**src/rtl/matrix_display_scheduler_if.sv**
```systemverilog
// Requester/flash/scan-side signal bundle for the matrix display scheduler.
// master = requesters and scanner side, slave = the scheduler itself.
interface matrix_display_scheduler_if;
    logic        board_req;
    logic [34:0] board_data;
    logic        hit_req;
    logic [34:0] hit_data;
    logic        flash_start;
    logic [34:0] flash_data;
    logic        board_gnt;
    logic        hit_gnt;
    logic        flash_busy;
    logic        frame_tick;
    logic [6:0]  col1;
    logic [6:0]  col2;
    logic [6:0]  col3;
    logic [6:0]  col4;
    logic [6:0]  col5;

    modport master (
        output board_req, board_data, hit_req, hit_data, flash_start, flash_data,
        input  board_gnt, hit_gnt, flash_busy, frame_tick, col1, col2, col3, col4, col5
    );

    modport slave (
        input  board_req, board_data, hit_req, hit_data, flash_start, flash_data,
        output board_gnt, hit_gnt, flash_busy, frame_tick, col1, col2, col3, col4, col5
    );
endinterface

```
**src/rtl/matrix_display_scheduler.sv**
```systemverilog
// Arbitrates the 5x7 matrix between board preview and hit map, overlays a blink flash,
// and only changes content at frame boundaries of the 5-column scan.
module matrix_display_scheduler #(
    parameter int DWELL_FRAMES     = 1000,
    parameter int FLASH_ON_FRAMES  = 200,
    parameter int FLASH_OFF_FRAMES = 200,
    parameter int FLASH_BLINKS     = 3
) (
    input  logic clk,
    input  logic reset_n,
    matrix_display_scheduler_if.slave bus
);
    localparam int DW   = $clog2(DWELL_FRAMES) + 1;
    localparam int FMAX = (FLASH_ON_FRAMES > FLASH_OFF_FRAMES) ? FLASH_ON_FRAMES : FLASH_OFF_FRAMES;
    localparam int FW   = $clog2(FMAX) + 1;
    localparam int BW   = $clog2(FLASH_BLINKS) + 1;

    typedef enum logic [1:0] {IDLE, BOARD, HITS, FLASH} state_t;

    state_t          state_q, state_d, ret_q, ret_d, arb_cur, arb_nxt;
    logic [2:0]      col_idx_q;
    logic            tick, capture, do_arb;
    logic [34:0]     cols_q, cols_d, pat_q, pat_d;
    logic [DW-1:0]   dwell_q, dwell_d, arb_dwell;
    logic [FW-1:0]   fcnt_q, fcnt_d;
    logic [BW-1:0]   blink_q, blink_d;
    logic            last_hit_q, last_hit_d;
    logic            busy_q, busy_d;
    logic            phase_on_q, phase_on_d;

    function automatic state_t arbitrate(state_t cur, logic [DW-1:0] dwell,
                                         logic b, logic h, logic last_hit);
        state_t nxt;
        nxt = cur;
        case (cur)
            IDLE: begin
                if (b && h)  nxt = last_hit ? BOARD : HITS;
                else if (b)  nxt = BOARD;
                else if (h)  nxt = HITS;
            end
            BOARD: begin
                if (!b)                                           nxt = h ? HITS : IDLE;
                else if (h && int'(dwell) >= DWELL_FRAMES - 1)    nxt = HITS;
            end
            HITS: begin
                if (!h)                                           nxt = b ? BOARD : IDLE;
                else if (b && int'(dwell) >= DWELL_FRAMES - 1)    nxt = BOARD;
            end
            default: nxt = IDLE;
        endcase
        return nxt;
    endfunction

    always_comb begin
        tick       = (col_idx_q == 3'd4);
        capture    = bus.flash_start && !busy_q;
        state_d    = state_q;
        ret_d      = ret_q;
        cols_d     = cols_q;
        pat_d      = pat_q;
        dwell_d    = dwell_q;
        fcnt_d     = fcnt_q;
        blink_d    = blink_q;
        last_hit_d = last_hit_q;
        busy_d     = busy_q;
        phase_on_d = phase_on_q;
        do_arb     = 1'b0;
        arb_cur    = state_q;
        arb_dwell  = dwell_q;
        arb_nxt    = state_q;

        if (capture) begin
            pat_d  = bus.flash_data;
            busy_d = 1'b1;
        end

        if (tick) begin
            if (state_q == FLASH) begin
                if (phase_on_q) begin
                    if (int'(fcnt_q) >= FLASH_ON_FRAMES - 1) begin
                        phase_on_d = 1'b0;
                        fcnt_d     = '0;
                        cols_d     = '0;
                    end else begin
                        fcnt_d = fcnt_q + 1'b1;
                    end
                end else if (int'(fcnt_q) < FLASH_OFF_FRAMES - 1) begin
                    fcnt_d = fcnt_q + 1'b1;
                end else if (int'(blink_q) < FLASH_BLINKS - 1) begin
                    blink_d    = blink_q + 1'b1;
                    phase_on_d = 1'b1;
                    fcnt_d     = '0;
                    cols_d     = pat_q;
                end else begin
                    // Flash done: resume arbitration as if from the interrupted holder, fresh dwell.
                    busy_d    = 1'b0;
                    do_arb    = 1'b1;
                    arb_cur   = ret_q;
                    arb_dwell = '0;
                end
            end else if (busy_q || capture) begin
                state_d    = FLASH;
                ret_d      = state_q;
                cols_d     = busy_q ? pat_q : bus.flash_data;
                fcnt_d     = '0;
                blink_d    = '0;
                phase_on_d = 1'b1;
                dwell_d    = '0;
            end else begin
                do_arb = 1'b1;
            end
        end

        if (do_arb) begin
            arb_nxt = arbitrate(arb_cur, arb_dwell, bus.board_req, bus.hit_req, last_hit_q);
            state_d = arb_nxt;
            if (arb_nxt == state_q && arb_nxt != IDLE)
                dwell_d = (int'(dwell_q) < DWELL_FRAMES - 1) ? dwell_q + 1'b1 : dwell_q;
            else
                dwell_d = '0;
            case (arb_nxt)
                BOARD: begin
                    cols_d     = bus.board_data;
                    last_hit_d = 1'b0;
                end
                HITS: begin
                    cols_d     = bus.hit_data;
                    last_hit_d = 1'b1;
                end
                default: cols_d = '0;
            endcase
        end
    end

    always_ff @(posedge clk) begin
        if (!reset_n) begin
            state_q    <= IDLE;
            ret_q      <= IDLE;
            col_idx_q  <= '0;
            cols_q     <= '0;
            pat_q      <= '0;
            dwell_q    <= '0;
            fcnt_q     <= '0;
            blink_q    <= '0;
            last_hit_q <= 1'b1;
            busy_q     <= 1'b0;
            phase_on_q <= 1'b0;
        end else begin
            col_idx_q  <= tick ? 3'd0 : col_idx_q + 3'd1;
            state_q    <= state_d;
            ret_q      <= ret_d;
            cols_q     <= cols_d;
            pat_q      <= pat_d;
            dwell_q    <= dwell_d;
            fcnt_q     <= fcnt_d;
            blink_q    <= blink_d;
            last_hit_q <= last_hit_d;
            busy_q     <= busy_d;
            phase_on_q <= phase_on_d;
        end
    end

    assign bus.board_gnt  = (state_q == BOARD);
    assign bus.hit_gnt    = (state_q == HITS);
    assign bus.flash_busy = busy_q;
    assign bus.frame_tick = tick;
    assign bus.col1       = cols_q[6:0];
    assign bus.col2       = cols_q[13:7];
    assign bus.col3       = cols_q[20:14];
    assign bus.col4       = cols_q[27:21];
    assign bus.col5       = cols_q[34:28];
endmodule

```
**src/flat_wrapper.sv**
```systemverilog
// flat-port wrapper written by rule: the top's interface ports become plain ports
module matrix_display_scheduler_flat 
#(
    parameter int DWELL_FRAMES     = 1000,
    parameter int FLASH_ON_FRAMES  = 200,
    parameter int FLASH_OFF_FRAMES = 200,
    parameter int FLASH_BLINKS     = 3
)
  (clk, reset_n, bus_board_req, bus_board_data, bus_hit_req, bus_hit_data, bus_flash_start, bus_flash_data, bus_board_gnt, bus_hit_gnt, bus_flash_busy, bus_frame_tick, bus_col1, bus_col2, bus_col3, bus_col4, bus_col5);
  matrix_display_scheduler_if bus_i ();
  input  logic clk;
  input  logic reset_n;
  input wire logic [$bits(bus_i.board_req)-1:0] bus_board_req;
  input wire logic [$bits(bus_i.board_data)-1:0] bus_board_data;
  input wire logic [$bits(bus_i.hit_req)-1:0] bus_hit_req;
  input wire logic [$bits(bus_i.hit_data)-1:0] bus_hit_data;
  input wire logic [$bits(bus_i.flash_start)-1:0] bus_flash_start;
  input wire logic [$bits(bus_i.flash_data)-1:0] bus_flash_data;
  output wire logic [$bits(bus_i.board_gnt)-1:0] bus_board_gnt;
  output wire logic [$bits(bus_i.hit_gnt)-1:0] bus_hit_gnt;
  output wire logic [$bits(bus_i.flash_busy)-1:0] bus_flash_busy;
  output wire logic [$bits(bus_i.frame_tick)-1:0] bus_frame_tick;
  output wire logic [$bits(bus_i.col1)-1:0] bus_col1;
  output wire logic [$bits(bus_i.col2)-1:0] bus_col2;
  output wire logic [$bits(bus_i.col3)-1:0] bus_col3;
  output wire logic [$bits(bus_i.col4)-1:0] bus_col4;
  output wire logic [$bits(bus_i.col5)-1:0] bus_col5;
  assign bus_i.board_req = bus_board_req;
  assign bus_i.board_data = bus_board_data;
  assign bus_i.hit_req = bus_hit_req;
  assign bus_i.hit_data = bus_hit_data;
  assign bus_i.flash_start = bus_flash_start;
  assign bus_i.flash_data = bus_flash_data;
  assign bus_board_gnt = bus_i.board_gnt;
  assign bus_hit_gnt = bus_i.hit_gnt;
  assign bus_flash_busy = bus_i.flash_busy;
  assign bus_frame_tick = bus_i.frame_tick;
  assign bus_col1 = bus_i.col1;
  assign bus_col2 = bus_i.col2;
  assign bus_col3 = bus_i.col3;
  assign bus_col4 = bus_i.col4;
  assign bus_col5 = bus_i.col5;
  matrix_display_scheduler #(.DWELL_FRAMES(DWELL_FRAMES), .FLASH_ON_FRAMES(FLASH_ON_FRAMES), .FLASH_OFF_FRAMES(FLASH_OFF_FRAMES), .FLASH_BLINKS(FLASH_BLINKS)) u_core (.clk(clk), .reset_n(reset_n), .bus(bus_i));
endmodule
```
**config.mk**
```make
export PLATFORM = sky130hd
export DESIGN_NAME = matrix_display_scheduler_flat
export DESIGN_NICKNAME = d
export VERILOG_FILES = /design/src/rtl/matrix_display_scheduler_if.sv /design/src/rtl/matrix_display_scheduler.sv /design/src/flat_wrapper.sv
export SDC_FILE = /design/constraint.sdc
export NUM_CORES = 1
export LEC_CHECK = 0
export ABC_AREA = 1
export BUFFER_PORTS_ARGS = -buffer_cell sky130_fd_sc_hd__buf_2
export CORE_UTILIZATION = 48
export CTS_CLUSTER_DIAMETER = 80
export DETAILED_ROUTE_END_ITERATION = 8
export PLACE_DENSITY = 0.77
export SYNTH_ARGS = -nofsm -noshare
export SYNTH_HDL_FRONTEND = slang
export SYNTH_SLANG_ARGS = --single-unit
```
**constraint.sdc**
```tcl
create_clock -name clk -period 2.3 [get_ports clk]
set_input_delay 0.23 -clock clk [delete_from_list [all_inputs] [get_ports clk]]
set_output_delay 0.23 -clock clk [all_outputs]
set_load 0.01 [all_outputs]
```
==> qor.txt <==
======================================================================================
Run status                                                                complete, but fails checks
Violations in the final reports                                           negative setup slack
Max Fanout on Critical Path                                                          8
Count of unresolved DRC violations after routing                                     0
Class of the most critical setup path                                     flop to flop
Total number of H-tree levels                                                        3
Fraction of the cycle the final worst path needs                                103.7%
Tightest slew margin relative to the limit                                      70.11%
Post-DR vias/cell                                                                5.752
Final core utilization                                                          69.35%
Worst-Skew Late Latency                                                         370 ps
Startpoint kind of the worst setup timing path                                    flop
Min-delay worst type                                                      input port to flop
Antenna violations before repair                                                     0
Initial core utilization                                                        49.55%
Overall power of the completed layout                                          3937 µW
Top-count cell post-synth                                                 sky130_fd_sc_hd__nand3_1
Clock tree from TritonCTS                                                        built
I/O pins                                                                           149
Placeable core area                                                        0.01089 mm²
Drt pass-1 iters                                                                     6
Vias in the first global route                                                    5435
Final setup margin                                                           -85.45 ps
Antenna cell count                                                                   0
Die Y                                                                         108.0 µm
Area delta synth->final                                                         39.96%
Dominant cell type by area after synthesis                                sky130_fd_sc_hd__dfxtp_1
Pin count of the biggest net entering global routing                                86
Number of nets at the end of the flow                                             1060
Top cells by instance count after synthesis                               sky130_fd_sc_hd__nand3_1, sky130_fd_sc_hd__o21ai_0, sky130_fd_sc_hd__dfxtp_1
Clock-pin slew on the worst setup and hold paths                                110 ps
Routed length per placed instance                                             16.49 µm
Slowest cell delay on critical path                                             330 ps
Final hold viol count                                                                0
Highest achievable clock rate                                                419.2 MHz
Number of instances in the synthesized netlist                                     774
Seq cells post-synth                                                               103
Routed Antenna Nets                                                                  0
Area share of the leading cell type in the synthesized netlist                  38.22%
Avg Cell Area, Syn                                                           6.971 µm²
Number of buffers inserted during clock tree synthesis                               9
Number of warning messages in the yosys log                                          0
Register share of total power                                                    49.1%
Pre-CTS setup slack                                                          -48.44 ps
Internal Pwr Total                                                             2702 µW
Skew final                                                                    16.76 ps
Cell area after synthesis                                                 0.005395 mm²
Synth async-reset ratio                                                             0%
Total number of vias                                                              6252
Slowest cell on the critical path                                         sky130_fd_sc_hd__dfxtp_2
Number of cell rows                                                                 38
Number of library cell types mapped by synthesis                                    40
Clock Root Buffer                                                         sky130_fd_sc_hd__clkbuf_8
Final Critical Period                                                          2385 ps
Switching power as a share of total power                                       31.39%
Total congestion overflow                                                            0
Crit path top cell by count                                               sky130_fd_sc_hd__nor2_1
Slew @ Worst Pin                                                              448.4 ps
Wire length of the first global-routing pass                                  25350 µm
X dimension of the die                                                        108.0 µm
CTS sink cnt                                                                       103
Nature of the critical path endpoint                                              flop
DP Wirelength                                                                  9931 µm
Weighted congestion reported at the end of routability-driven placement         0.9176
Final setup violation count                                                         16
Number of pins exceeding their max-slew limit in the final report                    0
Part of the total power dissipated in the clock network                          28.7%
WP data required                                                               2610 ps
Post-Syn Nets                                                                      892
Power density relative to cell area                                       521.4 mW/mm²
Share of post-route cells with drive strength above 1                           37.70%
Portion of the post-synthesis area used by sequential elements                  38.22%
Share of power burned in combinational logic                                     22.3%
Primary FF master, synth                                                  sky130_fd_sc_hd__dfxtp_1
Top cell family by delay on the critical path                             simple AND/OR/NAND/NOR gates
Cell types occupying the most area after synthesis                        sky130_fd_sc_hd__dfxtp_1, sky130_fd_sc_hd__nand3_1, sky130_fd_sc_hd__o21ai_0
RSZ-0062 raised after global routing                                              true
Hold buffer count at CTS                                                             0
Buffer levels on the longest clock path                                              2
Cells along the critical path                                             inv_2 -> ha_4 -> nand2_4 -> nor2_1 -> nand4_1 -> nand2_2 -> inv_1 -> nor2_1 -> nand2_1 -> nand3_2 -> inv_2 -> ha_4 -> a21oi_4 -> buf_6 -> nand4_4 -> nor2_2 -> nor2_1 -> nor2_1
Count of buffers from port buffering                                               148
Buf/Inv on CP                                                                        4
Die Footprint                                                              0.01167 mm²
Total Routed Length                                                           17930 µm
Tot GR Track Use                                                                26.89%
Post-synth EDFFs                                                                     0
Static Leak                                                                0.003128 µW
Peak supply drop                                                           0.0003381 V
Arrival @ worst endpoint                                                       2690 ps
Total net switching power                                                      1236 µW
Number of fill cells in the layout                                                 924
Max-cap viol count                                                                   0
1st-iter DRT viols                                                                 361
======================================================================================
==> worst register-to-register path, stage by stage, from the launching register on <==
cell and delay [ps]:
sky130_fd_sc_hd__dfxtp_2 330, sky130_fd_sc_hd__inv_2 60, sky130_fd_sc_hd__ha_4 140, sky130_fd_sc_hd__nand2_4 60, sky130_fd_sc_hd__nor2_1 110, sky130_fd_sc_hd__nand4_1 140, sky130_fd_sc_hd__nand2_2 170, sky130_fd_sc_hd__inv_1 80
sky130_fd_sc_hd__nor2_1 80, sky130_fd_sc_hd__nand2_1 70, sky130_fd_sc_hd__nand3_2 80, sky130_fd_sc_hd__inv_2 60, sky130_fd_sc_hd__ha_4 160, sky130_fd_sc_hd__a21oi_4 160, sky130_fd_sc_hd__buf_6 140, sky130_fd_sc_hd__nand4_4 190
sky130_fd_sc_hd__nor2_2 160, sky130_fd_sc_hd__nor2_1 60, sky130_fd_sc_hd__nor2_1 90
==> final timing paths <==
path | start | endpoint | slack [ps] | depth (start not counted)
hold reg to reg | u_core.pat_q[24]$_SDFFE_PN0P_ | u_core.pat_q[24]$_SDFFE_PN0P_ | 450 | 2
setup / recovery | u_core.col_idx_q[0]$_SDFF_PP0_ | u_core.dwell_q[2]$_SDFFE_PN0P_ | -90 | 18
hold / removal | bus_board_data[13] | u_core.cols_q[13]$_SDFFE_PN0P_ | 120 | 3
setup reg to reg | u_core.col_idx_q[0]$_SDFF_PP0_ | u_core.dwell_q[2]$_SDFFE_PN0P_ | -90 | 18
==> metal layers <==
metal	GRT usage [%]	routed length, µm	up-vias
met5	0	0	-
met2	45.27	8689	301
met3	4.039	1406	42
met1	35.27	7345	2910
li1	-	-	2999
met4	8.415	488	0
==> cell type report <==
type / instances / area [µm²] / area share (%)
Tap cell: 140 / 175.2 / 2.320
Timing Repair inverter: 1 / 16.27 / 0.2154
Sequential cell: 103 / 2072 / 27.44
Clock buffer: 11 / 151.4 / 2.005
Multi-Input combinational cell: 536 / 3319 / 43.96
Inverter: 84 / 327.8 / 4.341
Clock inverter: 5 / 38.79 / 0.5137
Timing Repair Buffer: 207 / 1450 / 19.20
==> cell families (layout without fill, tap and decap cells) <==
group	count (synthesis)	after routing	share of synthesized area, %
AND/OR/NAND/NOR	281	283	25.32
AO/OA/AOI/OAI	238	238	23.59
buffers and inverters	137	308	9.879
flip-flops	103	103	38.22
adder cells (fa/ha/maj)	8	8	1.855
XOR/XNOR	7	7	1.136
==> power by group through the flow <==
stage / combinational [µW] / sequential (µW) / clock (µW)
floorplan: 391 / 1980 / 0
global placement: 691 / 1970 / 0
detailed placement: 698 / 1970 / 0
CTS: 748 / 1930 / 1140
global route: 947 / 1940 / 1210
finish: 877 / 1930 / 1130
==> through the flow <==
| stage | setup TNS, ps | instances | cell area [µm²] | hold slack (ps) |
|---|---|---|---|---|
| 3_3_place_gp | 0 | 1048 | 6501 | 435.2 |
| 4_1_cts | -171.7 | 1073 | 6918 | 116.4 |
| 5_1_grt | -5774 | 1087 | 7551 | 115.7 |
| 2_1_floorplan | 0 | 774 | 5420 | 405.9 |
| 6_report | -711.3 | 1087 | 7551 | 116.7 |
| 3_5_place_dp | -370.2 | 1048 | 6501 | 439.6 |
==> registers in the layout, summed over array words and instances (netlist names) <==
name,flops
u_core.fcnt_q,9
u_core.dwell_q,11
u_core.state_q,2
u_core.ret_q,2
u_core.bus.flash_busy,1
u_core.cols_q,35
u_core.last_hit_q,1
u_core.col_idx_q,3
u_core.phase_on_q,1
u_core.blink_q,3
u_core.pat_q,35
==> what timing repair did <==
action / 4_1_cts / 5_1_grt
pin swaps: 28 / 49
setup buffers: 5 / 6
resized for setup: 28 / 93
endpoints found under the setup margin: 43 / 47
cloned: 4 / 10
==> placed cells by master, fill, tap and decap left out, types with 3 or more instances in the layout <==
cell                        instances
sky130_fd_sc_hd__o21ai_0          111
sky130_fd_sc_hd__xnor2_1            3
sky130_fd_sc_hd__dfxtp_1           95
sky130_fd_sc_hd__nand2_4            5
sky130_fd_sc_hd__inv_2              9
sky130_fd_sc_hd__buf_2            148
sky130_fd_sc_hd__nand4_1           10
sky130_fd_sc_hd__a21oi_1           80
sky130_fd_sc_hd__nor2_4             3
sky130_fd_sc_hd__nand2_1           50
sky130_fd_sc_hd__ha_4               4
sky130_fd_sc_hd__inv_1             73
sky130_fd_sc_hd__nand3_2           62
sky130_fd_sc_hd__dfxtp_2            8
sky130_fd_sc_hd__nand3_1           56
sky130_fd_sc_hd__buf_12            10
sky130_fd_sc_hd__buf_4             39
sky130_fd_sc_hd__xor2_1             4
sky130_fd_sc_hd__nand2_2           15
sky130_fd_sc_hd__ha_1               4
sky130_fd_sc_hd__a31oi_1           36
sky130_fd_sc_hd__clkbuf_16          7
sky130_fd_sc_hd__clkbuf_8          11
sky130_fd_sc_hd__nor2_1            46
sky130_fd_sc_hd__nor3_1             9
sky130_fd_sc_hd__nor2_2            13
(Power assumes the default switching activity.)
